===== src/rtl/mem_arbiter.sv =====
// mem_arbiter: shares one RAM between a CPU port and a DMA port.
// Accesses are serialised through IDLE -> STROBE -> WAIT -> DONE, and
// simultaneous requests are granted round-robin against the last owner.
module mem_arbiter #(
  parameter int ADDR_WIDTH  = 8,
  parameter int DATA_WIDTH  = 8,
  parameter int RAM_LATENCY = 1
) (
  input  logic                  clk,
  input  logic                  reset,
  // CPU port
  input  logic                  cpu_req,
  input  logic                  cpu_we,
  input  logic [ADDR_WIDTH-1:0] cpu_addr,
  input  logic [DATA_WIDTH-1:0] cpu_wdata,
  output logic                  cpu_ack,
  output logic [DATA_WIDTH-1:0] cpu_rdata,
  // DMA / program-loader port
  input  logic                  dma_req,
  input  logic                  dma_we,
  input  logic [ADDR_WIDTH-1:0] dma_addr,
  input  logic [DATA_WIDTH-1:0] dma_wdata,
  output logic                  dma_ack,
  output logic [DATA_WIDTH-1:0] dma_rdata,
  // RAM side
  output logic [ADDR_WIDTH-1:0] mem_addr,
  output logic [DATA_WIDTH-1:0] mem_wdata,
  output logic                  mem_we,
  output logic                  mem_re,
  input  logic [DATA_WIDTH-1:0] mem_rdata,
  // Status
  output logic                  busy,
  output logic                  owner
);

  // Counter only has to hold RAM_LATENCY-1.
  localparam int               CNT_W    = (RAM_LATENCY > 1) ? $clog2(RAM_LATENCY) : 1;
  localparam logic [CNT_W-1:0] CNT_LOAD = CNT_W'(RAM_LATENCY - 1);

  typedef enum logic [1:0] {
    S_IDLE,
    S_STROBE,
    S_WAIT,
    S_DONE
  } state_t;

  state_t                  state_q, state_d;
  logic                    owner_q, owner_d;     // 0 = CPU, 1 = DMA
  logic                    we_q, we_d;
  logic [ADDR_WIDTH-1:0]   addr_q, addr_d;
  logic [DATA_WIDTH-1:0]   wdata_q, wdata_d;
  logic [CNT_W-1:0]        cnt_q, cnt_d;
  logic [DATA_WIDTH-1:0]   cpu_rdata_q, cpu_rdata_d;
  logic [DATA_WIDTH-1:0]   dma_rdata_q, dma_rdata_d;
  logic                    grant_dma;

  // Next-state, arbitration and read-data capture.
  always_comb begin
    // NOTE: every variable gets a default before the case so no path leaves
    // one unassigned, which would otherwise infer a latch.
    state_d     = state_q;
    owner_d     = owner_q;
    we_d        = we_q;
    addr_d      = addr_q;
    wdata_d     = wdata_q;
    cnt_d       = cnt_q;
    cpu_rdata_d = cpu_rdata_q;
    dma_rdata_d = dma_rdata_q;
    grant_dma   = 1'b0;

    case (state_q)
      S_IDLE: begin
        if (cpu_req || dma_req) begin
          // DMA wins when alone, or on a tie when the CPU owned last.
          grant_dma = dma_req && (!cpu_req || !owner_q);
          owner_d   = grant_dma;
          we_d      = grant_dma ? dma_we    : cpu_we;
          addr_d    = grant_dma ? dma_addr  : cpu_addr;
          wdata_d   = grant_dma ? dma_wdata : cpu_wdata;
          state_d   = S_STROBE;
        end
      end
      S_STROBE: begin
        cnt_d   = CNT_LOAD;
        state_d = S_WAIT;
      end
      S_WAIT: begin
        if (cnt_q == '0) begin
          if (!we_q) begin
            if (owner_q) dma_rdata_d = mem_rdata;
            else         cpu_rdata_d = mem_rdata;
          end
          state_d = S_DONE;
        end else begin
          cnt_d = cnt_q - CNT_W'(1);
        end
      end
      S_DONE: begin
        state_d = S_IDLE;
      end
      default: begin
        state_d = S_IDLE;
      end
    endcase
  end

  // State and datapath registers with synchronous reset.
  always_ff @(posedge clk) begin
    // NOTE: non-blocking assignments so every register samples pre-edge values.
    if (reset) begin
      state_q     <= S_IDLE;
      owner_q     <= 1'b1;
      we_q        <= 1'b0;
      addr_q      <= '0;
      wdata_q     <= '0;
      cnt_q       <= '0;
      cpu_rdata_q <= '0;
      dma_rdata_q <= '0;
    end else begin
      state_q     <= state_d;
      owner_q     <= owner_d;
      we_q        <= we_d;
      addr_q      <= addr_d;
      wdata_q     <= wdata_d;
      cnt_q       <= cnt_d;
      cpu_rdata_q <= cpu_rdata_d;
      dma_rdata_q <= dma_rdata_d;
    end
  end

  // Outputs decoded from state and latched request.
  assign mem_addr  = addr_q;
  assign mem_wdata = wdata_q;
  assign mem_we    = (state_q == S_STROBE) && we_q;
  assign mem_re    = ((state_q == S_STROBE) || (state_q == S_WAIT)) && !we_q;
  assign cpu_ack   = (state_q == S_DONE) && !owner_q;
  assign dma_ack   = (state_q == S_DONE) && owner_q;
  assign cpu_rdata = cpu_rdata_q;
  assign dma_rdata = dma_rdata_q;
  assign busy      = (state_q != S_IDLE);
  assign owner     = owner_q;

endmodule


===== config.mk =====
export PLATFORM = sky130hd
export DESIGN_NAME = mem_arbiter
export DESIGN_NICKNAME = d
export VERILOG_FILES = /design/src/rtl/mem_arbiter.sv
export SDC_FILE = /design/constraint.sdc
export NUM_CORES = 1
export LEC_CHECK = 0
export ABC_AREA = 0
export ABC_CLOCK_PERIOD_IN_PS = 5000
export BUFFER_PORTS_ARGS = -buffer_cell sky130_fd_sc_hd__buf_4
export CORE_AREA = 2 2 79 81
export DETAILED_ROUTE_END_ITERATION = 10
export DIE_AREA = 0 0 81 83
export SYNTH_ARGS = -nofsm -noshare
export SYNTH_HDL_FRONTEND = slang
export SYNTH_SLANG_ARGS = --single-unit

===== constraint.sdc =====
create_clock -name clk -period 5 [get_ports clk]
set_clock_uncertainty 0.2 [all_clocks]
set_input_delay 0.5 -clock clk [delete_from_list [all_inputs] [get_ports clk]]
set_output_delay 0.5 -clock clk [all_outputs]
set_load 0.05 [all_outputs]

==> results.yml <==
timing:
  max_freq_mhz: 471
  hold_viol_final: 0
  rsz0062_at_grt: "no"
  setup_tns_ps: 0
  relSlewSlack_pct: 41.5
  setup_violations: 0
  worst_pin_slew_ps: 873
  fin_crit_sh_pct: 42.4
  maxSlewViolCount: 0
  fin_crit_ps: 2120
final_layout:
  multiInputGateArea_um2: 853
  final_common_cell: "buf_4"
  area_growth_pct: 42.0
  num_antenna_cells: 0
  fill_cells: 610
  nets: 304
  drive_gt1_share_pct: 44.9
  finalInstanceArea_um2: 2420
  layout_common_cells: "buf_4 (84), dfxtp_1 (36), nand2_1 (34)"
  regArea_um2: 721
critical_path:
  worstSetupStartpoint: "state_q[0]"
  r2r_slack_ps: 2970
  arrival_ps: 1420
  r2r_cells: 5
  critPathLaunchType: "flop"
  cp-end-kind: "output port"
  critPathMaxFanout: 4
  worstPathRequired_ps: 4300
  timing_worst_setup_path_type: "reg2out"
  reg2reg_to: "cpu_rdata[3]"
  critPathCapture: "mem_re"
  r2r-start: "state_q[0]"
global_route:
  grtUsageTotal_pct: 12.4
  grt_overflow: 0
  met2_usage_pct: 21.3
  grt_pass1_wl_um: 6610
  grt_pass1_vias: 1414
  use_met3_pct: 4.35
  grt_max_degree: 37
  met1_usage_pct: 14.3
  antenna_found_initial: 0
  grt.busiest_layer: "met2"
routing:
  routed_wl_um: 4050
  drc_errors: 0
  via_per_inst: 4.46
  first_pass_iters: 6
  vias: 1466
  first_iter_violations: 42
  wire_per_inst_um: 12.3
  ant_nets: 0
die:
  die_w_um: 81
  row_count: 28
  core-area_um2: 5820
  io_pins: 84
  fp.dieH_um: 83
  initial_core_util_pct: 29.3
  die_area_um2: 6720
synthesis:
  synth_cells: 176
  async_flop_share_pct: 0
  yosys.cell_types.count: 27
  synth-edff-count: 0
  syn_area_um2: 1710
  syn_area_per_cell_um2: 9.69
  yosysWarnings: 0
  synth-seq-cells: 36
  ys.flop_type: "dfxtp_1"
  ys_seq_area_share_pct: 42.3
  syn-num-nets: 227
clock_tree:
  cts-root-buf: "clkbuf_8"
  clock_latency_ps: 280
  ctsHoldBuffers: 0
  postCtsSetupBuffers: 0
  cts_tree: "done"
  cts.sinks: 36
  cts_buffer_depth: 2
  path_clk_slew_ps: 70
  cts_buffers: 5
  htree_levels: 2
  cts_resized: 0
pwr:
  power_frac_seq_pct: 29.3
  comb_power_share_pct: 52.8
  cellPowerDensity_nw_per_um2: 586
  internal_power_mw: 0.763
  switching_power_mw: 0.656
  sw_frac_of_total_pct: 46.2
  p_clk_share_pct: 17.9
  p_leak_nw: 1.13
  ir_worst_vdd_v: 0.000211
  power.total_mw: 1.42
place:
  dp_hpwl_um: 2920
  place_area_um2: 2310
  port_buffers: 83
  gp_congestion: 0.673
job:
  cap_violations: 0
status:
  status: "finished, final reports clean"
hold_path:
  hold_class: "in2reg"
stage by stage:
step	std cells	utilization [%]	hold WS (ps)	setup WS, ps
after floorplan	176	-	311	2870
after global placement	321	39.7	278	3090
after detailed placement	321	39.7	288	3010
after CTS	329	41.6	249	2870
after global routing	329	41.6	253	2760
final	329	41.6	258	2880
critical path, cell delays in order (launching register included):
cell	delay [ps]
dfxtp_1	390
inv_1	100
ha_1	320
nor2b_1	130
buf_4	190
synthesized netlist by cell type (2+ instances only):
cell / n / area share (%)
nor2_1: 31 / 6.8
clkbuf_1: 2 / 0.44
and2_1: 2 / 0.73
inv_1: 3 / 0.66
a311oi_2: 13 / 11
nand2_1: 34 / 7.5
nor2_2: 5 / 1.8
nor2b_1: 2 / 0.73
ha_1: 5 / 3.7
buf_2: 2 / 0.59
mux2i_1: 17 / 10
buf_4: 4 / 1.8
a311oi_1: 4 / 2.1
buf_12: 2 / 2.3
buf_6: 3 / 2.0
dfxtp_1: 36 / 42
layout make-up:
cell class                      count  area share [%]
Multi-Input combinational cell    123            35.2
Sequential cell                    36            29.8
Timing Repair Buffer               84            26.0
Tap cell                           75            3.88
Clock buffer                        5            2.84
Clock inverter                      3            1.76
Inverter                            3           0.465
kinds of logic after synthesis:
group                    after synthesis  share of synthesized area, %
adder cells (fa/ha/maj)                5                          3.67
AO/OA/AOI/OAI                         23                          16.7
multiplexers                          17                          9.98
buffers and inverters                 17                          8.00
flip-flops                            36                          42.3
AND/OR/NAND/NOR                       78                          19.4
how the worst min path moves through the flow:
stage                 start           end  slack [ps]  cells after the start
5_1_grt        mem_rdata[1]  cpu_rdata[1]         250                      3
6_report       mem_rdata[5]  dma_rdata[5]         260                      3
3_5_place_dp   dma_rdata[1]  dma_rdata[1]         290                      2
2_1_floorplan    state_q[0]    state_q[0]         310                      2
3_3_place_gp   cpu_rdata[5]  cpu_rdata[5]         280                      2
4_1_cts        mem_rdata[1]  dma_rdata[1]         250                      3
power groups by stage:
stage / Combinational (mW) / Clock, mW / Sequential [mW]
final: 0.749 / 0.254 / 0.416
after global placement: 0.749 / 0 / 0.421
after floorplan: 0.391 / 0 / 0.631
after CTS: 0.757 / 0.267 / 0.417
after global routing: 0.799 / 0.277 / 0.427
after detailed placement: 0.757 / 0 / 0.422
flip-flops by register name, summed over array words and instances (netlist names):
register and cells:
we_q 1, mem_wdata 8, owner 1, mem_addr 8, state_q 2, cpu_rdata 8
dma_rdata 8
layer usage:
layer / routed length (um) / vias up
met4: 21 / 0
met5: 0 / -
met3: 310 / 2
met1: 1740 / 667
met2: 1980 / 53
li1: - / 744
(Power assumes the default switching activity.)
